===== src/rtl/alu_ctrl_seq_if.sv =====
`default_nettype none
// ============================================================================
// Module      : alu_ctrl_seq_if
// Description : Bundle between the ID stage (master) and the registered
//               ALU-control sequencer (slave).
//                 in_valid  m->s  instruction presented at ID/EX
//                 opcode    m->s  opcode class from main decoder
//                 funct     m->s  R-type funct field
//                 flush     m->s  synchronous pipeline flush
//                 operation s->m  registered ALU operation code
//                 op_valid  s->m  pulse: operation final for EX
//                 stall     s->m  long operation in progress
//                 illegal   s->m  pulse: undecodable R-type funct
// Revision    : 1.0 - initial release
// ============================================================================
interface alu_ctrl_seq_if #(
  parameter int OPC_W   = 4,
  parameter int FUNCT_W = 6,
  parameter int OPER_W  = 4
) ();
  logic               in_valid;
  logic [OPC_W-1:0]   opcode;
  logic [FUNCT_W-1:0] funct;
  logic               flush;
  logic [OPER_W-1:0]  operation;
  logic               op_valid;
  logic               stall;
  logic               illegal;

  modport master (
    output in_valid, opcode, funct, flush,
    input  operation, op_valid, stall, illegal
  );

  modport slave (
    input  in_valid, opcode, funct, flush,
    output operation, op_valid, stall, illegal
  );
endinterface
`default_nettype wire


===== src/rtl/alu_ctrl_seq.sv =====
`default_nettype none
// ============================================================================
// Module      : alu_ctrl_seq
// Description : Registered ALU-control decode for the ID/EX boundary with a
//               multi-cycle sequencer for mult/div. Holds the operation code
//               stable and raises stall while a long operation runs.
// Ports       : clk    - clock, rising edge
//               rst_n  - asynchronous active-low reset
//               bus    - alu_ctrl_seq_if.slave (decode inputs, results)
// Revision    : 1.0 - initial release
// ============================================================================
module alu_ctrl_seq #(
  parameter int OPC_W   = 4,
  parameter int FUNCT_W = 6,
  parameter int OPER_W  = 4,
  parameter int MUL_CYC = 4,
  parameter int DIV_CYC = 16
) (
  input  logic          clk,
  input  logic          rst_n,
  alu_ctrl_seq_if.slave bus
);

  localparam int MAX_CYC = (MUL_CYC > DIV_CYC) ? MUL_CYC : DIV_CYC;
  localparam int CNT_W   = $clog2(MAX_CYC + 1);

  // Opcode classes
  localparam logic [OPC_W-1:0]   C_OPC_RTYPE = OPC_W'(2);
  localparam logic [OPC_W-1:0]   C_OPC_ADD   = OPC_W'(4);
  localparam logic [OPC_W-1:0]   C_OPC_AND   = OPC_W'(7);

  // R-type funct values
  localparam logic [FUNCT_W-1:0] C_FN_ADD    = FUNCT_W'(6'h20);
  localparam logic [FUNCT_W-1:0] C_FN_SUB    = FUNCT_W'(6'h22);
  localparam logic [FUNCT_W-1:0] C_FN_AND    = FUNCT_W'(6'h24);
  localparam logic [FUNCT_W-1:0] C_FN_OR     = FUNCT_W'(6'h25);
  localparam logic [FUNCT_W-1:0] C_FN_SLT    = FUNCT_W'(6'h14);
  localparam logic [FUNCT_W-1:0] C_FN_MULT   = FUNCT_W'(6'h18);
  localparam logic [FUNCT_W-1:0] C_FN_DIV    = FUNCT_W'(6'h1A);

  // ALU operation codes, zero-extended to OPER_W
  localparam logic [OPER_W-1:0]  C_OP_NONE   = OPER_W'(0);
  localparam logic [OPER_W-1:0]  C_OP_OR     = OPER_W'(3);
  localparam logic [OPER_W-1:0]  C_OP_ADD    = OPER_W'(4);
  localparam logic [OPER_W-1:0]  C_OP_SLT    = OPER_W'(5);
  localparam logic [OPER_W-1:0]  C_OP_SUB    = OPER_W'(6);
  localparam logic [OPER_W-1:0]  C_OP_AND    = OPER_W'(7);
  localparam logic [OPER_W-1:0]  C_OP_MULT   = OPER_W'(8);
  localparam logic [OPER_W-1:0]  C_OP_DIV    = OPER_W'(9);

  localparam logic [CNT_W-1:0]   C_CNT_ONE   = CNT_W'(1);
  localparam logic [CNT_W-1:0]   C_CYC_MUL   = CNT_W'(MUL_CYC);
  localparam logic [CNT_W-1:0]   C_CYC_DIV   = CNT_W'(DIV_CYC);

  typedef enum logic [0:0] {
    ST_IDLE = 1'b0,
    ST_LONG = 1'b1
  } state_t;

  state_t              r_state;
  state_t              w_state_nxt;
  logic [CNT_W-1:0]    r_cnt;
  logic [CNT_W-1:0]    w_cnt_nxt;
  logic [OPER_W-1:0]   r_operation;
  logic [OPER_W-1:0]   w_operation_nxt;
  logic                r_op_valid;
  logic                w_op_valid_nxt;
  logic                r_stall;
  logic                w_stall_nxt;
  logic                r_illegal;
  logic                w_illegal_nxt;

  // Decode results
  logic [OPER_W-1:0]   w_code;
  logic                w_illegal;
  logic                w_long;
  logic [CNT_W-1:0]    w_cyc;

  // --------------------------------------------------------------------------
  // Combinational decode: every input pattern maps to a defined code.
  // --------------------------------------------------------------------------
  always_comb begin
    w_code    = C_OP_NONE;
    w_illegal = 1'b0;
    w_long    = 1'b0;
    w_cyc     = C_CNT_ONE;
    if (bus.opcode == C_OPC_ADD) begin
      w_code = C_OP_ADD;
    end else if (bus.opcode == C_OPC_AND) begin
      w_code = C_OP_AND;
    end else if (bus.opcode == C_OPC_RTYPE) begin
      case (bus.funct)
        C_FN_ADD:  w_code = C_OP_ADD;
        C_FN_SUB:  w_code = C_OP_SUB;
        C_FN_AND:  w_code = C_OP_AND;
        C_FN_OR:   w_code = C_OP_OR;
        C_FN_SLT:  w_code = C_OP_SLT;
        C_FN_MULT: begin
          w_code = C_OP_MULT;
          w_long = 1'b1;
          w_cyc  = C_CYC_MUL;
        end
        C_FN_DIV: begin
          w_code = C_OP_DIV;
          w_long = 1'b1;
          w_cyc  = C_CYC_DIV;
        end
        default: begin
          w_code    = C_OP_NONE;
          w_illegal = 1'b1;
        end
      endcase
    end
  end

  // --------------------------------------------------------------------------
  // Next-state and next-output logic. Outputs are computed here and
  // registered below so nothing reaches the bus combinationally.
  // --------------------------------------------------------------------------
  always_comb begin
    w_state_nxt     = r_state;
    w_cnt_nxt       = r_cnt;
    w_operation_nxt = r_operation;
    w_op_valid_nxt  = 1'b0;
    w_stall_nxt     = r_stall;
    w_illegal_nxt   = 1'b0;

    if (bus.flush) begin
      // Flush wins over a simultaneous in_valid; the instruction is dropped.
      w_state_nxt     = ST_IDLE;
      w_cnt_nxt       = '0;
      w_operation_nxt = C_OP_NONE;
      w_stall_nxt     = 1'b0;
    end else begin
      case (r_state)
        ST_IDLE: begin
          w_stall_nxt = 1'b0;
          if (bus.in_valid) begin
            w_operation_nxt = w_code;
            // A long op configured for a single cycle completes like a short op.
            if (w_long && (w_cyc > C_CNT_ONE)) begin
              w_state_nxt = ST_LONG;
              w_cnt_nxt   = w_cyc - C_CNT_ONE;
              w_stall_nxt = 1'b1;
            end else begin
              w_op_valid_nxt = 1'b1;
              w_illegal_nxt  = w_illegal;
            end
          end
        end
        ST_LONG: begin
          // in_valid is ignored here; upstream is held by stall.
          if (r_cnt == C_CNT_ONE) begin
            w_state_nxt    = ST_IDLE;
            w_cnt_nxt      = '0;
            w_stall_nxt    = 1'b0;
            w_op_valid_nxt = 1'b1;
          end else begin
            w_cnt_nxt = r_cnt - C_CNT_ONE;
          end
        end
        default: begin
          w_state_nxt     = ST_IDLE;
          w_cnt_nxt       = '0;
          w_operation_nxt = C_OP_NONE;
          w_stall_nxt     = 1'b0;
        end
      endcase
    end
  end

  always_ff @(posedge clk or negedge rst_n) begin
    if (!rst_n) begin
      r_state     <= ST_IDLE;
      r_cnt       <= '0;
      r_operation <= C_OP_NONE;
      r_op_valid  <= 1'b0;
      r_stall     <= 1'b0;
      r_illegal   <= 1'b0;
    end else begin
      r_state     <= w_state_nxt;
      r_cnt       <= w_cnt_nxt;
      r_operation <= w_operation_nxt;
      r_op_valid  <= w_op_valid_nxt;
      r_stall     <= w_stall_nxt;
      r_illegal   <= w_illegal_nxt;
    end
  end

  assign bus.operation = r_operation;
  assign bus.op_valid  = r_op_valid;
  assign bus.stall     = r_stall;
  assign bus.illegal   = r_illegal;

endmodule
`default_nettype wire


===== src/flat_wrapper.sv =====
// flat-port wrapper written by rule: the top's interface ports become plain ports
module alu_ctrl_seq_flat 
#(
  parameter int OPC_W   = 4,
  parameter int FUNCT_W = 6,
  parameter int OPER_W  = 4,
  parameter int MUL_CYC = 4,
  parameter int DIV_CYC = 16
)
  (clk, rst_n, bus_in_valid, bus_opcode, bus_funct, bus_flush, bus_operation, bus_op_valid, bus_stall, bus_illegal);
  alu_ctrl_seq_if #(.OPC_W(OPC_W), .FUNCT_W(FUNCT_W), .OPER_W(OPER_W)) bus_i ();
  input  logic clk;
  input  logic rst_n;
  input wire logic [$bits(bus_i.in_valid)-1:0] bus_in_valid;
  input wire logic [$bits(bus_i.opcode)-1:0] bus_opcode;
  input wire logic [$bits(bus_i.funct)-1:0] bus_funct;
  input wire logic [$bits(bus_i.flush)-1:0] bus_flush;
  output wire logic [$bits(bus_i.operation)-1:0] bus_operation;
  output wire logic [$bits(bus_i.op_valid)-1:0] bus_op_valid;
  output wire logic [$bits(bus_i.stall)-1:0] bus_stall;
  output wire logic [$bits(bus_i.illegal)-1:0] bus_illegal;
  assign bus_i.in_valid = bus_in_valid;
  assign bus_i.opcode = bus_opcode;
  assign bus_i.funct = bus_funct;
  assign bus_i.flush = bus_flush;
  assign bus_operation = bus_i.operation;
  assign bus_op_valid = bus_i.op_valid;
  assign bus_stall = bus_i.stall;
  assign bus_illegal = bus_i.illegal;
  alu_ctrl_seq #(.OPC_W(OPC_W), .FUNCT_W(FUNCT_W), .OPER_W(OPER_W), .MUL_CYC(MUL_CYC), .DIV_CYC(DIV_CYC)) u_core (.clk(clk), .rst_n(rst_n), .bus(bus_i));
endmodule

===== config.mk =====
export PLATFORM = sky130hd
export DESIGN_NAME = alu_ctrl_seq_flat
export DESIGN_NICKNAME = d
export VERILOG_FILES = /design/src/rtl/alu_ctrl_seq_if.sv /design/src/rtl/alu_ctrl_seq.sv /design/src/flat_wrapper.sv
export SDC_FILE = /design/constraint.sdc
export NUM_CORES = 1
export LEC_CHECK = 0
export BUFFER_PORTS_ARGS = -buffer_cell sky130_fd_sc_hd__buf_4
export CORE_MARGIN = 8
export CORE_UTILIZATION = 46
export CTS_BUF_LIST = sky130_fd_sc_hd__clkbuf_8 sky130_fd_sc_hd__clkbuf_16
export DETAILED_ROUTE_END_ITERATION = 16
export PLACE_DENSITY = 0.76
export RECOVER_POWER = 25
export SKIP_LAST_GASP = 1
export SYNTH_ARGS = -nofsm -noshare
export SYNTH_HDL_FRONTEND = slang
export SYNTH_SLANG_ARGS = --single-unit

===== constraint.sdc =====
create_clock -name clk -period 2 [get_ports clk]
set_input_delay 0.2 -clock clk [delete_from_list [all_inputs] [get_ports clk]]
set_output_delay 0.2 -clock clk [all_outputs]
set_load 0.02 [all_outputs]

==> results.md <==
- 1st-iter DRT viols: 30
- Slew Limit Fails: 0
- First-pass GRT wire length: 3.78 mm
- Comb pwr share: 16.4%
- Psw: 0.000145 W
- CP Class: in -> reg
- Total CTS buffers: 3
- Placed cells: 161
- Post-synth ARST share: 100%
- Synth warn: 0
- Seq cells post-synth: 13
- P&R area growth vs syn: 33.3%
- Num Clock Sinks: 13
- Top-Level Pins: 21
- Nets: 158
- Initial Utilization: 47.9%
- Power Dens Cells: 483 mW/mm^2
- Startpoint types: input pin
- Mapped Cells: 106
- Vias in the first global route: 858
- Avg Cell Area, Syn: 8.68 um^2
- TritonCTS clock tree: built
- Die Ht: 60.7 um
- Die Wd: 60.7 um
- WL/cell: 13.1 um
- Row cnt: 16
- Least-Margin Pin Slew: 0.692 ns
- Final WS setup: 0.163 ns
- Pre-CTS WS: -0.105 ns
- Period minus WS final: 1.84 ns
- Routed Wire Length: 2.18 mm
- Yosys cell types: 34
- Drt pass-1 iters: 4
- Fin crit share: 91.8%
- Leak pwr: 0.557 nW
- Final Skew: 0.000788 ns
- Final instance area: 0.00123 mm^2
- FILL cells: 183
- Layout cells sized above 1: 30.2%
- Most frequent cells in the layout: buf_4, nor2_1, nand2_1, dfrtp_1
- H-tree depth: 1
- Maximum VDD drop: 0.638 mV
- Crit. End Element: flop
- Overall Global Routing Usage: 13.5%
- Status: completed
- Slew Limit Headroom: 53.9%
- Predominant post-synthesis flop cell: dfrtp_1
- Antenna-violating nets left: 0
- Post-Syn Nets: 124
- Number of synthesized flops with an enable pin: 0
- Largest net degree at the start of global routing: 14
- Grt ovf: 0
- Hold Path Class: in -> reg
- CP Max Fanout: 7
- Sequential cell area fraction in the yosys report: 35.4%
- Hold path depth: 2
- Final setup viols: 0
- CTS hold repair buffers: 1
- Drt drc: 0
- Clock root buffer: clkbuf_8
- Post_cts resized: 0
- Die area: 0.00369 mm^2
- Initial antenna violation count: 0
- Clock network power share: 38.6%
- Post-synthesis cell area: 920 um^2
- Port Buf Inserts: 20
- Longest Clk Path Bufs: 2
- Core box area: 0.00192 mm^2
- Worst-Skew Late Latency: 0.24 ns
- Sequential share of power: 45.1%
- Final Hold Vio Count: 0
- Register area: 325 um^2
- Worst-path clk slew: 0.05 ns
- CP required: 2.12 ns
- Antenna cells: 0
- Setup bufs post-CTS: 0
- DP Area: 0.00117 mm^2
- Vias/cell: 5.33
- Worst r2r path cells: 6
- WP data arrival: 1.96 ns
- Hpwl dp: 1.81 mm
- Most common cell after layout, fill and taps aside: buf_4
- GPL Wtd Cong: 0.889
- Int Pwr: 0.000447 W
- Fmax: 544 MHz
- Sw Share: 24.5%
- Area of the multi-input gates: 558 um^2
- RSZ-0062 raised after global routing: no
- Non-Filler Instances: 166
- Via count: 884
- Max-cap viol count: 0
[cell type report]
type	instances	area share (%)
clock buffers	3	3.37
clock inverters	1	0.306
inverters	6	2.04
multi-input cells	84	45.5
flip-flops and latches	13	26.5
well taps	27	2.76
repair buffers	32	19.5
[synth_stat cells (3+ instances only)]
library cell / number / area share [%]
o21ai_1: 3 / 1.6
o21ai_0: 5 / 2.7
nor2b_1: 4 / 2.7
a22oi_1: 4 / 3.3
ha_1: 4 / 5.4
nor3b_1: 4 / 3.3
a21oi_1: 6 / 3.3
nand2_1: 13 / 5.3
dfrtp_1: 13 / 35
nor2_1: 14 / 5.7
clkbuf_1: 3 / 1.2
inv_1: 5 / 2.0
[critical path, cell delays in order]
cell and delay (ns):
buf_4 0.13, nor4b_4 0.32, and3_4 0.23, or2b_1 0.24, ha_1 0.20, nand2b_1 0.08
nand2_1 0.08, o21a_4 0.23, o21ai_2 0.15, o221ai_2 0.09
[sequential cells by signal, summed over array words and instances, names as in the netlist]
name and flops:
u_core.bus.illegal 1, u_core.bus.op_valid 1, u_core.bus.operation 4, u_core.bus.stall 1, u_core.r_cnt 5, u_core.r_state 1
[cells by family after synthesis]
family                     count (synthesis)  share of synthesized area, %
DFF                                       13                          35.4
xor gates and xnor gates                   2                          1.91
adders and majority gates                  4                          5.44
AOI/OAI and AO/OA                         26                          20.3
buffers and inverters                      9                          3.95
and+or+nand+nor                           50                          30.7
muxes                                      2                          2.31
[path summary, 6_finish.rpt]
check                                              from                           end  slack (ns)
max in group asynchronous                         rst_n   u_core.r_cnt[0]$_DFFE_PN0P_        1.05
min in group asynchronous                         rst_n   u_core.r_cnt[1]$_DFFE_PN0P_        0.51
min reg2reg                u_core.bus.stall$_DFFE_PN0P_  u_core.bus.stall$_DFFE_PN0P_        0.49
max                                        bus_funct[5]   u_core.r_cnt[2]$_DFFE_PN0P_        0.16
max reg2reg                 u_core.r_cnt[0]$_DFFE_PN0P_   u_core.r_cnt[3]$_DFFE_PN0P_        0.29
min                                        bus_funct[3]  u_core.bus.illegal$_DFF_PN0_        0.19
[per-stage QoR]
| step | setup TNS (ns) | util (%) | total power (W) | hold WS (ns) |
|---|---|---|---|---|
| 3_3_place_gp | -0.0924 | 61.1 | 0.000366 | 0.0490 |
| 2_1_floorplan | 0 | - | 0.000311 | -0.0956 |
| 5_1_grt | 0 | 63.8 | 0.000622 | 0.194 |
| 4_1_cts | 0 | 64.0 | 0.000598 | 0.188 |
| 3_5_place_dp | -0.229 | 61.1 | 0.000369 | 0.0520 |
| 6_report | 0 | 63.8 | 0.000593 | 0.185 |
[layer usage]
metal / vias to the layer above / share of wire (%) / GRT usage (%)
li1: 445 / - / -
met1: 412 / 42 / 15.9
met2: 23 / 51 / 22.0
met3: 4 / 6.3 / 5.30
met4: 0 / 0.92 / 3.99
met5: - / 0 / 0
[power by group through the flow]
stage	clock, W	sequential [W]	combinational, W
final	0.000229	0.000267	0.0000969
after global routing	0.000247	0.000267	0.000108
after CTS	0.000232	0.000267	0.0000991
after detailed placement	0	0.000272	0.0000974
after global placement	0	0.000272	0.0000949
after floorplan	0	0.000275	0.0000368
(Power assumes the default switching activity.)
